$ cat config.mk
export PLATFORM = sky130hd
export DESIGN_NAME = lemming_pack
export DESIGN_NICKNAME = d
export VERILOG_FILES = /design/src/rtl/lemming_pack.sv
export SDC_FILE = /design/constraint.sdc
export NUM_CORES = 1
export LEC_CHECK = 0
export ABC_AREA = 1
export CAP_MARGIN = 10
export CORE_MARGIN = 2
export CORE_UTILIZATION = 40
export DETAILED_ROUTE_END_ITERATION = 8
export PLACE_DENSITY = 0.74
export SLEW_MARGIN = 20
export SYNTH_ARGS = -nofsm -noshare
export SYNTH_HDL_FRONTEND = slang
export SYNTH_SLANG_ARGS = --single-unit
$ cat constraint.sdc
create_clock -name clk -period 5.3 [get_ports clk]
set_clock_uncertainty 0.2 [all_clocks]
set_input_delay 1.325 -clock clk [delete_from_list [all_inputs] [get_ports clk]]
set_output_delay 1.325 -clock clk [all_outputs]
set_load 0.05 [all_outputs]
$ cat src/rtl/lemming_pack.sv
// ============================================================================
// Module      : lemming_pack
// Description : N independent Lemming walker FSMs with revive, splat pulse and
//               live population count.
// Revision    : 1.0 - initial release
// ============================================================================
`default_nettype none

module lemming_pack #(
  parameter int  N_LEM      = 4,
  parameter int  FALL_LIMIT = 20,
  localparam int CNT_W      = $clog2(FALL_LIMIT + 2),
  localparam int POP_W      = $clog2(N_LEM + 1)
) (
  input  logic             clk,
  input  logic             areset_n,
  input  logic [N_LEM-1:0] bump_left,
  input  logic [N_LEM-1:0] bump_right,
  input  logic [N_LEM-1:0] ground,
  input  logic [N_LEM-1:0] dig,
  input  logic [N_LEM-1:0] revive,
  output logic [N_LEM-1:0] walk_left,
  output logic [N_LEM-1:0] walk_right,
  output logic [N_LEM-1:0] aaah,
  output logic [N_LEM-1:0] digging,
  output logic [N_LEM-1:0] splat_evt,
  output logic [POP_W-1:0] alive_count
);

  localparam logic [CNT_W-1:0] c_CNT_MAX   = CNT_W'(FALL_LIMIT + 1);
  localparam logic [CNT_W-1:0] c_CNT_LIMIT = CNT_W'(FALL_LIMIT);

  typedef enum logic [2:0] {
    S_WALK_L = 3'd0,
    S_WALK_R = 3'd1,
    S_FALL_L = 3'd2,
    S_FALL_R = 3'd3,
    S_DIG_L  = 3'd4,
    S_DIG_R  = 3'd5,
    S_SPLAT  = 3'd6
  } state_t;

  logic [N_LEM-1:0] w_alive_vec;

  generate
    for (genvar i = 0; i < N_LEM; i++) begin : g_lane
      state_t           r_state;
      state_t           w_next;
      logic [CNT_W-1:0] r_cnt;
      logic [CNT_W-1:0] w_cnt_next;
      logic             r_evt;

      always_comb begin
        w_next = r_state;
        unique case (r_state)
          S_WALK_L: begin
            if (!ground[i])         w_next = S_FALL_L;
            else if (dig[i])        w_next = S_DIG_L;
            else if (bump_left[i])  w_next = S_WALK_R;
          end
          S_WALK_R: begin
            if (!ground[i])         w_next = S_FALL_R;
            else if (dig[i])        w_next = S_DIG_R;
            else if (bump_right[i]) w_next = S_WALK_L;
          end
          S_FALL_L: if (ground[i]) w_next = (r_cnt > c_CNT_LIMIT) ? S_SPLAT : S_WALK_L;
          S_FALL_R: if (ground[i]) w_next = (r_cnt > c_CNT_LIMIT) ? S_SPLAT : S_WALK_R;
          S_DIG_L:  if (!ground[i]) w_next = S_FALL_L;
          S_DIG_R:  if (!ground[i]) w_next = S_FALL_R;
          S_SPLAT:  if (revive[i]) w_next = S_WALK_L;
          default:  w_next = S_WALK_L;
        endcase
      end

      // Counter counts every ground-low cycle, including the launch cycle.
      always_comb begin
        w_cnt_next = r_cnt;
        if (r_state == S_SPLAT || ground[i]) w_cnt_next = '0;
        else if (r_cnt != c_CNT_MAX)         w_cnt_next = r_cnt + CNT_W'(1);
      end

      always_ff @(posedge clk or negedge areset_n) begin
        if (!areset_n) begin
          r_state <= S_WALK_L;
          r_cnt   <= '0;
          r_evt   <= 1'b0;
        end else begin
          r_state <= w_next;
          r_cnt   <= w_cnt_next;
          r_evt   <= (w_next == S_SPLAT) && (r_state != S_SPLAT);
        end
      end

      assign walk_left[i]   = (r_state == S_WALK_L);
      assign walk_right[i]  = (r_state == S_WALK_R);
      assign aaah[i]        = (r_state == S_FALL_L) || (r_state == S_FALL_R);
      assign digging[i]     = (r_state == S_DIG_L)  || (r_state == S_DIG_R);
      assign splat_evt[i]   = r_evt;
      assign w_alive_vec[i] = (r_state != S_SPLAT);
    end
  endgenerate

  always_comb begin
    alive_count = '0;
    for (int k = 0; k < N_LEM; k++) begin
      alive_count = alive_count + POP_W'(w_alive_vec[k]);
    end
  end

endmodule

`default_nettype wire

* After elaboration in Yosys (flattened, before gate mapping) *
Index checks and enable logic that the tools add are counted.

word-level totals
  bits in registers = 36
  output and inout port bits = 23
  logic and storage cells = 147

operators by class
  $add $sub $neg = 7
  $lt $le $gt $ge = 4
  eq/ne operators = 36
  mux-type cells = 64
  reductions and logical operators = 24

operators by type and width
  operator                                                               number
  3-bit 2-to-1 mux                                                       52
  3-bit one-hot mux with 7 select lines                                  4
  3-bit equality test, second input constant                             16
  5-bit 2-to-1 mux                                                       8
  3-bit by 2-bit equality test with 1-bit output, second input constant  8
  5-bit by 1-bit adder with 5-bit output, second input constant          4
  5-bit > comparator, second input constant                              4
  5-bit inequality test, second input constant                           4
  3-bit by 1-bit equality test with 1-bit output, second input constant  4
  3-bit zero test                                                        4
  1-bit logical OR                                                       12
  3-bit inequality test, second input constant                           4
  2-bit nonzero test                                                     4
  1-bit logical AND                                                      4
  2-bit by 1-bit adder with 3-bit output                                 1
  3-bit by 1-bit adder with 3-bit output                                 1
  1-bit by 1-bit adder with 2-bit output                                 1

* Depth between registers and ports, before layout *
Gate-level depths: netlist of run 1.

  word-level depth = 6
  mapped depth = 10
  gate-level depth less buffers = 10

* Least setup slack after synthesis of run 1 *
Ideal clock, no wire load.

  kind = flip-flop to output port
  start = reg g_lane[0].r_state[1]
  end = out alive_count[1]
  arrival time = 1.855 ns
  required time = 3.775 ns
  slack = 1.920 ns
  stages on the path, launching flop included = 7
  path buffers = 0
  cell sequence = dfrtp_1 > nand3_2 > inv_1 > fa_1 > inv_1 > ha_1 > ha_1

on the way
  cells in the longest elaborated chain, start to end = 4

ends and longest elaborated chain
  element                                 line  RTL
  start, declared                         47    state_t r_state;
  start signal, assigned                  88    r_state <= w_next;
  3-bit inequality test                   99    assign w_alive_vec[i] = (r_state != S_SPLAT);
  1-bit by 1-bit adder with 2-bit output  106   alive_count = alive_count + POP_W'(w_alive_vec[k]);
  2-bit by 1-bit adder with 3-bit output  106
  3-bit by 1-bit adder with 3-bit output  106
  end, declared                           27    output logic [POP_W-1:0] alive_count

Every way passes these cells.

* Final worst setup path of run 1 *
  start = reg g_lane[0].r_state[0]
  end = out alive_count[1]

The elaborated chain is that of the path after synthesis.

==> load_flow_metrics.sql, run 1 <==
INSERT INTO impl_metrics (metric_group, metric, value, unit) VALUES
('clock_tree', 'postCtsSetupRepairBufs', '0', ''),
('clock_tree', 'tritoncts.num_buffers', '5', ''),
('synth', 'total_nets_after_synthesis', '334', ''),
('place', 'dpl_cell_area', '0.00278', 'mm²'),
('power_and_ir_drop', 'p_per_area', '391', 'mW/mm²'),
('route', 'drt_drc_violations_left', '0', ''),
('layout', 'antennaDiodeCount', '0', ''),
('synth', 'yosys-top-cells-area', 'sky130_fd_sc_hd__dfrtp_1, sky130_fd_sc_hd__inv_1, sky130_fd_sc_hd__nand2_1', ''),
('clock_tree', 'postCtsHoldBufs', '0', ''),
('grt', 'global_route_wire_length_before_repair', '8030', 'µm'),
('floorplan', 'row_count', '27', ''),
('synth', 'synth-seq-cells', '36', ''),
('route', 'via_per_instance_ratio', '4.81', ''),
('grt', 'globalRouteTotalUtil', '0.159', ''),
('timing', 'setup_viol', '0', ''),
('power_and_ir_drop', 'worst_vdd_rail_ir_drop', '0.000239', 'V'),
('timing', 'final_hold_vios', '0', ''),
('grt', 'grt_pass1_vias', '1936', ''),
('worst_setup_path', 'crit_type', 'flip-flop to output port', ''),
('floorplan', 'die_h', '79.4', 'µm'),
('timing', 'grt_setup_unrepaired', 'false', ''),
('synth', 'post_synth_instance_area', '0.00227', 'mm²'),
('grt', 'globalRouteOverflowTotal', '0', ''),
('clock_tree', 'cts_tree', 'built', ''),
('route', 'routed_wire_length_per_instance', '11.0', 'µm'),
('worst_setup_path', 'r2r_slack', '3.79', 'ns'),
('job', 'maxCapViolations', '0', ''),
('worst_setup_path', 'cp_data_required_time', '3.77', 'ns'),
('worst_setup_path', 'startpoint_type', 'flip-flop', ''),
('layout', 'finalNetCount', '382', ''),
('timing', 'time_the_final_worst_path_needs_with_i_o_delays_and_setup', '4.31', 'ns'),
('worst_hold_path', 'hp-start', 'g_lane[3].r_cnt[1]$_DFFE_PN0P_', ''),
('place', 'hpwl', '3550', 'µm'),
('place', 'gp_congestion', '0.895', ''),
('layout', 'layout-area-overhead-vs-synth', '26.3', '%'),
('floorplan', 'die_width', '79.4', 'µm'),
('clock_tree', 'cts.clk_slew.worst_paths', '0.07', 'ns'),
('worst_setup_path', 'critical_path.startpoint', 'g_lane[0].r_state[0]$_DFF_PN0_', ''),
('worst_hold_path', 'hold_path_class', 'flip-flop to flip-flop', ''),
('clock_tree', 'max-clock-path-buffers', '2', ''),
('clock_tree', 'clock_sink_count', '36', ''),
('timing', 'final_min_period_over_clock_period', '0.813', ''),
('synth', 'async_reset_ff_frac', '1.00', ''),
('synth', 'synth_ff_type', 'sky130_fd_sc_hd__dfrtp_1', ''),
('route', 'antenna_viol_nets_final', '0', ''),
('route', 'wirelength', '4600', 'µm'),
('synth', 'ys_top_cells_by_count', 'sky130_fd_sc_hd__inv_1, sky130_fd_sc_hd__nand2_1, sky130_fd_sc_hd__nor2_1', ''),
('synth', 'yosys_warnings', '0', ''),
('grt', 'pin_count_of_the_biggest_net_entering_global_routing', '37', ''),
('timing', 'max_clock_freq', '232', 'MHz'),
('synth', 'yosys.area.top_type', 'sky130_fd_sc_hd__dfrtp_1', ''),
('grt', 'grt_antenna_before_repair', '0', ''),
('layout', 'drive_above_1_share', '0.0636', ''),
('place', 'io_buffer_count', '44', ''),
('synth', 'synth.yosys.seq_area_share', '0.396', ''),
('floorplan', 'die_area', '0.00630', 'mm²'),
('worst_setup_path', 'crit_fanout', '4', ''),
('clock_tree', 'post_cts_resize_count', '0', ''),
('synth', 'synthDistinctLibCells', '31', ''),
('clock_tree', 'clkLatencyLatePin', '0.29', 'ns'),
('clock_tree', 'ctsHtreeMaxLevel', '2', ''),
('clock_tree', 'ctsRootBufferMaster', 'sky130_fd_sc_hd__clkbuf_8', ''),
('timing', 'maxSlewHeadroom', '0.659', ''),
('route', 'first_pass_iters', '4', ''),
('timing', 'tightestPinTransition', '0.509', 'ns'),
('timing', 'totalNegativeSetupSlack', '0', 'ns'),
('floorplan', 'starting_density', '0.413', ''),
('worst_setup_path', 'critical_path.endpoint_type', 'output port', ''),
('run_status', 'run_status', 'finished, final reports clean', ''),
('synth', 'synth_edf_count', '0', ''),
('power_and_ir_drop', 'leakagePower', '1.46', 'nW');
registers in the layout (all words and copies together) (netlist names):
name,count
g_lane.r_cnt,20
g_lane.r_state,12
g_lane.r_evt,4
final timing paths:
check | end | depth (start not counted)
hold reg to reg | g_lane[3].r_cnt[1]$_DFFE_PN0P_ | 2
max in group asynchronous | g_lane[0].r_cnt[4]$_DFFE_PN0P_ | 2
min in group asynchronous | g_lane[2].r_state[0]$_DFF_PN0_ | 2
setup reg to reg | g_lane[3].r_state[2]$_DFF_PN0_ | 7
setup / recovery | alive_count[1] | 8
hold / removal | g_lane[3].r_cnt[1]$_DFFE_PN0P_ | 2
power breakdown:
part	internal, mW	switching (mW)	leakage [nW]
clock network	0.106	0.0957	0.0455
logic	0.182	0.371	0.933
registers	0.319	0.0507	0.478
cell families after synthesis:
family | share of synthesized area
and+or+nand+nor | 0.296
buffers and inverters | 0.102
DFF | 0.396
AOI/OAI and AO/OA | 0.0925
adders and majority gates | 0.0859
xor gates and xnor gates | 0.0270
worst max-delay path, stage by stage, from the launching register on:
cell,delay [ns]
sky130_fd_sc_hd__dfrtp_1,0.38
sky130_fd_sc_hd__inv_1,0.10
sky130_fd_sc_hd__nand3_2,0.10
sky130_fd_sc_hd__inv_1,0.07
sky130_fd_sc_hd__fa_1,0.52
sky130_fd_sc_hd__inv_1,0.04
sky130_fd_sc_hd__ha_1,0.19
sky130_fd_sc_hd__ha_1,0.29
sky130_fd_sc_hd__clkdlybuf4s50_1,0.80
metal layers:
metal,track usage,part of all wire,vias to the layer above
li1,-,-,1041
met1,0.198,0.47,905
met2,0.265,0.46,55
met3,0.0373,0.055,8
met4,0.0638,0.022,0
met5,0,0,-
stage by stage:
step	setup WS (ns)	util	hold slack [ns]	instances
floorplan	1.92	-	0.288	297
global placement	1.32	0.505	0.317	410
detailed placement	1.31	0.505	0.320	410
CTS	0.986	0.521	0.335	418
global route	0.870	0.521	0.367	418
finish	0.993	0.521	0.330	418
layout make-up:
class | count | area (µm²)
multi-input cells | 203 | 1140
repair buffers | 45 | 448
inverters | 54 | 203
fillers | 528 | 2640
clock buffers | 8 | 90.1
flip-flops and latches | 36 | 901
well taps | 72 | 90.1
cell usage in the layout, fill, tap and decap left out:
cell type,Yosys,layout
sky130_fd_sc_hd__or2_1,2,2
sky130_fd_sc_hd__nor2_1,42,42
sky130_fd_sc_hd__inv_1,52,52
sky130_fd_sc_hd__clkbuf_8,0,6
sky130_fd_sc_hd__nor3_1,7,7
sky130_fd_sc_hd__nand4_2,1,1
sky130_fd_sc_hd__dfrtp_1,36,36
sky130_fd_sc_hd__o211ai_1,3,3
sky130_fd_sc_hd__a21boi_0,1,1
sky130_fd_sc_hd__nand2_2,5,5
sky130_fd_sc_hd__nand4_1,4,4
sky130_fd_sc_hd__nor3_2,2,2
sky130_fd_sc_hd__o2111ai_1,1,1
sky130_fd_sc_hd__o31ai_1,1,1
sky130_fd_sc_hd__inv_2,2,2
sky130_fd_sc_hd__a211oi_2,1,1
sky130_fd_sc_hd__xnor2_1,1,1
sky130_fd_sc_hd__ha_1,14,14
sky130_fd_sc_hd__nor2_4,1,1
sky130_fd_sc_hd__clkbuf_1,0,2
sky130_fd_sc_hd__o21ai_2,1,1
sky130_fd_sc_hd__a21oi_1,13,13
sky130_fd_sc_hd__o21ai_1,3,3
sky130_fd_sc_hd__buf_4,4,1
sky130_fd_sc_hd__nand3_1,26,26
sky130_fd_sc_hd__fa_1,1,1
sky130_fd_sc_hd__o21ai_0,8,8
sky130_fd_sc_hd__nand3b_1,4,4
sky130_fd_sc_hd__xor2_1,6,6
sky130_fd_sc_hd__o21bai_1,1,1
sky130_fd_sc_hd__nand3_2,2,2
sky130_fd_sc_hd__clkdlybuf4s50_1,0,44
sky130_fd_sc_hd__nand2_1,50,50
sky130_fd_sc_hd__a211oi_1,2,2
Note: power is estimated with default switching activity, not from simulation.
==> run 2, diff against run 1 <==
==> constraint.sdc (replaced) <==
create_clock -name clk -period 4 [get_ports clk]
set_clock_uncertainty 0.2 [all_clocks]
set_input_delay 1 -clock clk [delete_from_list [all_inputs] [get_ports clk]]
set_output_delay 1 -clock clk [all_outputs]
set_load 0.05 [all_outputs]
==> load_flow_metrics.sql, run 2 (same netlist as run 1, synthesis figures left out) <==
INSERT INTO impl_metrics (metric_group, metric, value, unit) VALUES
('worst_setup_path', 'cp_data_required_time', '2.80', 'ns'),
('route', 'via_per_instance_ratio', '4.82', ''),
('layout', 'largest-register', 'g_lane.r_cnt', ''),
('grt', 'globalRouteOverflowTotal', '0', ''),
('place', 'gp_congestion', '0.932', ''),
('clock_tree', 'clock_sink_count', '36', ''),
('worst_setup_path', 'crit_type', 'flip-flop to output port', ''),
('route', 'wirelength', '4580', 'µm'),
('layout', 'number_of_flip_flops_in_the_largest_register', '20', ''),
('layout', 'drive_above_1_share', '0.0723', ''),
('power_and_ir_drop', 'p_per_area', '541', 'mW/mm²'),
('clock_tree', 'tritoncts.num_buffers', '5', ''),
('timing', 'final_hold_vios', '0', ''),
('layout', 'finalNetCount', '382', ''),
('worst_setup_path', 'critical_path_arrival', '2.61', 'ns'),
('clock_tree', 'postCtsHoldBufs', '0', ''),
('power_and_ir_drop', 'leakagePower', '1.48', 'nW'),
('floorplan', 'standard_cell_core_area', '0.00551', 'mm²'),
('timing', 'setup_viol', '0', ''),
('floorplan', 'row_count', '27', ''),
('place', 'hpwl', '3590', 'µm'),
('floorplan', 'num_io_pins', '45', ''),
('clock_tree', 'cts_tree', 'built', ''),
('timing', 'maxSlewHeadroom', '0.663', ''),
('clock_tree', 'post_cts_resize_count', '0', ''),
('route', 'antenna_viol_nets_final', '0', ''),
('route', 'first_pass_iters', '6', ''),
('grt', 'global_route_wire_length_before_repair', '7960', 'µm'),
('layout', 'nFillCells', '521', ''),
('worst_setup_path', 'r2r_start', 'g_lane[3].r_cnt[0]$_DFFE_PN0P_', ''),
('floorplan', 'die_width', '79.4', 'µm'),
('worst_setup_path', 'max_stage_delay', '0.80', 'ns'),
('route', 'drt_first_iter_violations', '78', ''),
('worst_setup_path', 'r2r_slack', '2.50', 'ns'),
('timing', 'final_min_period_over_clock_period', '0.952', ''),
('worst_setup_path', 'cpMostUsedCell', 'sky130_fd_sc_hd__inv_1', ''),
('floorplan', 'starting_density', '0.413', ''),
('route', 'route.vias.total', '2013', ''),
('layout', 'layout-area-overhead-vs-synth', '27.8', '%'),
('floorplan', 'die_h', '79.4', 'µm'),
('worst_setup_path', 'crit_path_top_delay_cell', 'sky130_fd_sc_hd__clkdlybuf4s50_1', ''),
('worst_setup_path', 'critical_path.n_buffers_inverters', '4', ''),
('worst_setup_path', 'worst_r2r_path_depth', '7', ''),
('clock_tree', 'clkLatencyLatePin', '0.29', 'ns'),
('worst_setup_path', 'cell_family_contributing_the_most_delay_on_the_critical_path', 'buffers and inverters', ''),
('worst_setup_path', 'startpoint_type', 'flip-flop', ''),
('route', 'drt_drc_violations_left', '0', ''),
('power_and_ir_drop', 'comb_power_share', '0.465', ''),
('clock_tree', 'max-clock-path-buffers', '2', ''),
('route', 'routed_wire_length_per_instance', '11.0', 'µm'),
('layout', 'antennaDiodeCount', '0', ''),
('timing', 'totalNegativeSetupSlack', '0', 'ns'),
('timing', 'max_clock_freq', '263', 'MHz'),
('power_and_ir_drop', 'p_clk_frac', '0.223', ''),
('worst_setup_path', 'rr_endpoint', 'g_lane[3].r_state[2]$_DFF_PN0_', ''),
('worst_setup_path', 'critical_path.endpoint_type', 'output port', ''),
('clock_tree', 'cts.clk_slew.worst_paths', '0.08', 'ns'),
('worst_hold_path', 'hold_path_class', 'flip-flop to flip-flop', ''),
('layout', 'final_core_utilization', '0.528', ''),
('grt', 'grt_antenna_before_repair', '0', ''),
('floorplan', 'die_area', '0.00630', 'mm²'),
('worst_setup_path', 'crit_fanout', '4', ''),
('power_and_ir_drop', 'share_seq_of_total_power', '0.312', ''),
('timing', 'drv_slew', '0', ''),
('grt', 'pin_count_of_the_biggest_net_entering_global_routing', '37', ''),
('timing', 'grt_setup_unrepaired', 'false', ''),
('clock_tree', 'postCtsSetupRepairBufs', '0', ''),
('layout', 'final_common_cell', 'sky130_fd_sc_hd__inv_1', ''),
('power_and_ir_drop', 'netSwitchingFraction', '0.438', ''),
('timing', 'tightestPinTransition', '0.503', 'ns'),
('layout', 'layout_common_cells', 'sky130_fd_sc_hd__inv_1, sky130_fd_sc_hd__nand2_1, sky130_fd_sc_hd__clkdlybuf4s50_1', ''),
('worst_setup_path', 'critical_path.startpoint', 'g_lane[0].r_state[0]$_DFF_PN0_', ''),
('worst_setup_path', 'worstPathCellList', 'inv_1 > nand3_2 > inv_1 > fa_1 > inv_1 > ha_1 > clkdlybuf4s50_1', ''),
('power_and_ir_drop', 'switching_power', '0.688', 'mW'),
('power_and_ir_drop', 'internal_power', '0.882', 'mW'),
('grt', 'globalRouteTotalUtil', '0.157', ''),
('layout', 'top_regs', 'g_lane.r_cnt: 20 flops, g_lane.r_state: 12 flops, g_lane.r_evt: 4 flops', ''),
('worst_setup_path', 'critical_path_cell_count', '7', ''),
('clock_tree', 'ctsRootBufferMaster', 'sky130_fd_sc_hd__clkbuf_8', ''),
('grt', 'grt_pass1_vias', '1942', ''),
('power_and_ir_drop', 'worst_vdd_rail_ir_drop', '0.000325', 'V'),
('worst_setup_path', 'worst_setup_path_end', 'alive_count[0]', ''),
('clock_tree', 'ctsHtreeMaxLevel', '2', ''),
('timing', 'time_the_final_worst_path_needs_with_i_o_delays_and_setup', '3.81', 'ns'),
('run_status', 'run_status', 'finished, final reports clean', ''),
('place', 'io_buffer_count', '44', ''),
('job', 'maxCapViolations', '0', '');
-- run 2: changes by cell type in the layout (fill, tap and decap cells not counted), sizes merged --
cell | previous run | this run
clkbuf | 8 | 7
clkdlybuf4s50 | 44 | 43
buf | 1 | 2
bufinv | 0 | 1
-- run 2: layout make-up --
class                           count  area, µm²  share of cell area
Multi-Input combinational cell    203       1140               0.392
Sequential cell                    36        901               0.310
Timing Repair Buffer               45        445               0.153
Inverter                           54        203              0.0698
Clock buffer                        7       96.3              0.0332
Tap cell                           72       90.1              0.0310
Clock inverter                      1       30.0              0.0103
-- run 2: power by group through the flow --
| stage | combinational (mW) | clock [mW] | sequential, mW |
|---|---|---|---|
| global route | 0.798 | 0.376 | 0.497 |
| finish | 0.731 | 0.350 | 0.490 |
| detailed placement | 0.736 | 0 | 0.495 |
| floorplan | 0.526 | 0 | 0.483 |
| global placement | 0.728 | 0 | 0.491 |
| CTS | 0.738 | 0.358 | 0.488 |
-- run 2: worst register-to-register path, delay by kind of cell, from the launching register on --
family / cells / cell delay [ns]
AO/OA/AOI/OAI: 1 / 0.21
adder cells (fa/ha/maj): 1 / 0.19
buffers and inverters: 2 / 0.12
flip-flops: 1 / 0.44
AND/OR/NAND/NOR: 3 / 0.28
-- run 2: worst min path at each step --
stage	cells past startpoint	startpoint	end
finish	2	g_lane[0].r_cnt[1]$_DFFE_PN0P_	g_lane[0].r_cnt[1]$_DFFE_PN0P_
global route	2	g_lane[0].r_cnt[1]$_DFFE_PN0P_	g_lane[0].r_cnt[1]$_DFFE_PN0P_
CTS	2	g_lane[0].r_cnt[1]$_DFFE_PN0P_	g_lane[0].r_cnt[1]$_DFFE_PN0P_
detailed placement	2	g_lane[0].r_cnt[1]$_DFFE_PN0P_	g_lane[0].r_cnt[1]$_DFFE_PN0P_
global placement	2	g_lane[0].r_cnt[1]$_DFFE_PN0P_	g_lane[0].r_cnt[1]$_DFFE_PN0P_
floorplan	2	g_lane[0].r_cnt[1]$_DFFE_PN0P_	g_lane[0].r_cnt[1]$_DFFE_PN0P_
-- run 2: routing by layer --
metal / wire [µm] / global-route usage / up-vias
met2: 2020 / 0.251 / 60
met3: 247 / 0.0441 / 9
met4: 100 / 0.0655 / 0
li1: - / - / 1039
met1: 2210 / 0.201 / 905
met5: 0 / 0 / -
-- run 2: metrics by stage --
stage          instances  worst slack, ns  area (µm²)  power, mW  hold slack [ns]
2_1_floorplan        297            0.945        2270       1.01            0.288
3_3_place_gp         410            0.544        2780       1.22            0.315
3_5_place_dp         410            0.499        2780       1.23            0.326
4_1_cts              418            0.178        2910       1.58            0.343
5_1_grt              418           0.0419        2910       1.67            0.381
6_report             418            0.191        2910       1.57            0.336
==> run 3, diff against run 2 <==
--- a/config.mk
+++ b/config.mk
@@ -8,9 +8,9 @@
 export ABC_AREA = 1
 export CAP_MARGIN = 10
 export CORE_MARGIN = 2
-export CORE_UTILIZATION = 40
+export CORE_UTILIZATION = 52
 export DETAILED_ROUTE_END_ITERATION = 8
-export PLACE_DENSITY = 0.74
+export PLACE_DENSITY = 0.9
 export SLEW_MARGIN = 20
 export SYNTH_ARGS = -nofsm -noshare
 export SYNTH_HDL_FRONTEND = slang
==> load_flow_metrics.sql, run 3 (same netlist as run 1, synthesis figures left out) <==
INSERT INTO impl_metrics (metric_group, metric, value, unit) VALUES
('run_status', 'run_status', 'finished, final reports clean', ''),
('worst_hold_path', 'holdPathStages', '2', ''),
('timing', 'totalNegativeSetupSlack', '0', 'ns'),
('clock_tree', 'cts_tree', 'built', ''),
('route', 'route.vias.total', '2074', ''),
('worst_hold_path', 'hp-start', 'g_lane[0].r_cnt[1]$_DFFE_PN0P_', ''),
('layout', 'layout-area-overhead-vs-synth', '25.4', '%'),
('worst_hold_path', 'hold_path_class', 'flip-flop to flip-flop', ''),
('power_and_ir_drop', 'worst_vdd_rail_ir_drop', '0.000238', 'V'),
('floorplan', 'die_width', '70.1', 'µm'),
('layout', 'antennaDiodeCount', '0', ''),
('worst_setup_path', 'worst_r2r_path_depth', '7', ''),
('timing', 'max_clock_freq', '264', 'MHz'),
('layout', 'top_regs', 'g_lane.r_cnt: 20 flops, g_lane.r_state: 12 flops, g_lane.r_evt: 4 flops', ''),
('layout', 'largest-register', 'g_lane.r_cnt', ''),
('power_and_ir_drop', 'leakagePower', '1.46', 'nW'),
('layout', 'finalNetCount', '382', ''),
('grt', 'pin_count_of_the_biggest_net_entering_global_routing', '37', ''),
('route', 'drt_drc_violations_left', '0', ''),
('layout', 'layout_common_cells', 'sky130_fd_sc_hd__inv_1, sky130_fd_sc_hd__nand2_1, sky130_fd_sc_hd__clkdlybuf4s50_1', ''),
('route', 'wirelength', '4790', 'µm'),
('power_and_ir_drop', 'p_clk_frac', '0.182', ''),
('clock_tree', 'clock_sink_count', '36', ''),
('worst_setup_path', 'r2r_start', 'g_lane[3].r_cnt[0]$_DFFE_PN0P_', ''),
('grt', 'globalRouteTotalUtil', '0.207', ''),
('worst_setup_path', 'rr_endpoint', 'g_lane[3].r_state[2]$_DFF_PN0_', ''),
('timing', 'maxSlewHeadroom', '0.655', ''),
('grt', 'grt_pass1_vias', '1951', ''),
('worst_setup_path', 'crit_type', 'flip-flop to output port', ''),
('floorplan', 'die_area', '0.00492', 'mm²'),
('floorplan', 'die_h', '70.1', 'µm'),
('grt', 'global_route_wire_length_before_repair', '8080', 'µm'),
('place', 'dp_slack', '0.526', 'ns'),
('job', 'maxCapViolations', '0', ''),
('timing', 'setup_viol', '0', ''),
('layout', 'drive_above_1_share', '0.0696', ''),
('place', 'dpl_cell_area', '0.00275', 'mm²'),
('clock_tree', 'postCtsHoldBufs', '0', ''),
('timing', 'time_the_final_worst_path_needs_with_i_o_delays_and_setup', '3.79', 'ns'),
('grt', 'globalRouteOverflowTotal', '0', ''),
('route', 'drt_first_iter_violations', '88', ''),
('power_and_ir_drop', 'comb_power_share', '0.491', ''),
('clock_tree', 'post_cts_resize_count', '0', ''),
('layout', 'final_core_utilization', '0.664', ''),
('route', 'via_per_instance_ratio', '5.22', ''),
('place', 'gp_congestion', '0.908', ''),
('clock_tree', 'clkLatencyLatePin', '0.29', 'ns'),
('timing', 'timing.hold.ws', '0.334', 'ns'),
('clock_tree', 'tritoncts.num_buffers', '5', ''),
('worst_setup_path', 'critical_path_arrival', '2.59', 'ns'),
('worst_setup_path', 'crit_fanout', '4', ''),
('power_and_ir_drop', 'p_per_area', '529', 'mW/mm²'),
('route', 'routed_wire_length_per_instance', '12.1', 'µm'),
('timing', 'final_critical_path_setup_slack', '0.206', 'ns'),
('worst_setup_path', 'r2r_slack', '2.45', 'ns'),
('power_and_ir_drop', 'switching_power', '0.691', 'mW'),
('power_and_ir_drop', 'share_seq_of_total_power', '0.327', ''),
('floorplan', 'num_io_pins', '45', ''),
('floorplan', 'row_count', '24', ''),
('timing', 'final_min_period_over_clock_period', '0.949', ''),
('clock_tree', 'max-clock-path-buffers', '2', ''),
('layout', 'stdcell_area', '0.00285', 'mm²'),
('worst_setup_path', 'startpoint_type', 'flip-flop', ''),
('power_and_ir_drop', 'power.total', '1.51', 'mW'),
('timing', 'grt_setup_unrepaired', 'false', ''),
('clock_tree', 'ctsHtreeMaxLevel', '2', ''),
('worst_hold_path', 'timing.hold.worst_endpoint', 'g_lane[0].r_cnt[1]$_DFFE_PN0P_', ''),
('place', 'hpwl', '3620', 'µm'),
('layout', 'number_of_flip_flops_in_the_largest_register', '20', ''),
('power_and_ir_drop', 'netSwitchingFraction', '0.458', ''),
('timing', 'tightestPinTransition', '0.516', 'ns'),
('clock_tree', 'postCtsSetupRepairBufs', '0', ''),
('clock_tree', 'ctsRootBufferMaster', 'sky130_fd_sc_hd__clkbuf_8', ''),
('floorplan', 'starting_density', '0.529', ''),
('place', 'io_buffer_count', '44', ''),
('floorplan', 'standard_cell_core_area', '0.00429', 'mm²'),
('route', 'first_pass_iters', '4', ''),
('power_and_ir_drop', 'internal_power', '0.816', 'mW'),
('timing', 'final_hold_vios', '0', ''),
('timing', 'drv_slew', '0', ''),
('layout', 'final_common_cell', 'sky130_fd_sc_hd__inv_1', ''),
('worst_setup_path', 'cp_data_required_time', '2.80', 'ns'),
('layout', 'stdcell_count', '397', ''),
('route', 'antenna_viol_nets_final', '0', ''),
('worst_setup_path', 'critical_path.endpoint_type', 'output port', ''),
('place', 'number_of_placed_instances_with_taps_included', '390', ''),
('clock_tree', 'cts.clk_slew.worst_paths', '0.07', 'ns'),
('grt', 'grt_antenna_before_repair', '0', '');
==> run 3: layout make-up <==
cell class                      instances  area [µm²]
Tap cell                               52        65.1
Fill cell                             331        1440
Clock buffer                            7        96.3
Inverter                               54         203
Timing Repair Buffer                   45         445
Sequential cell                        36         901
Multi-Input combinational cell        203        1140
==> run 3: worst max-delay path, stage by stage (launching register included) <==
cell,delay [ns]
sky130_fd_sc_hd__dfrtp_1,0.39
sky130_fd_sc_hd__inv_1,0.12
sky130_fd_sc_hd__nand3_1,0.12
sky130_fd_sc_hd__inv_1,0.10
sky130_fd_sc_hd__fa_1,0.41
sky130_fd_sc_hd__inv_1,0.07
sky130_fd_sc_hd__ha_1,0.14
sky130_fd_sc_hd__ha_1,0.15
sky130_fd_sc_hd__clkdlybuf4s50_1,0.80
==> run 3: worst max-delay path by stage <==
stage	end	depth (start not counted)	from	slack, ns
after global placement	alive_count[0]	7	g_lane[0].r_state[0]$_DFF_PN0_	0.55
after detailed placement	alive_count[2]	8	g_lane[3].r_state[0]$_DFF_PN0_	0.53
final	alive_count[2]	8	g_lane[3].r_state[0]$_DFF_PN0_	0.21
after CTS	alive_count[2]	8	g_lane[3].r_state[0]$_DFF_PN0_	0.21
after floorplan	alive_count[1]	6	g_lane[0].r_state[1]$_DFF_PN0_	0.95
after global routing	alive_count[2]	8	g_lane[3].r_state[0]$_DFF_PN0_	0.12
==> run 3: per-layer routing <==
| layer | wire [µm] | GRT usage | part of all wire |
|---|---|---|---|
| met4 | 99 | 0.0897 | 0.021 |
| met2 | 2440 | 0.370 | 0.51 |
| met5 | 0 | 0 | 0 |
| met1 | 2060 | 0.245 | 0.43 |
| met3 | 187 | 0.0332 | 0.039 |
==> run 3: power by group through the flow <==
stage | Combinational, mW | Sequential (mW) | Clock, mW
after global routing | 0.794 | 0.501 | 0.294
after detailed placement | 0.733 | 0.497 | 0
after floorplan | 0.526 | 0.483 | 0
after global placement | 0.722 | 0.490 | 0
after CTS | 0.742 | 0.491 | 0.279
final | 0.739 | 0.493 | 0.275
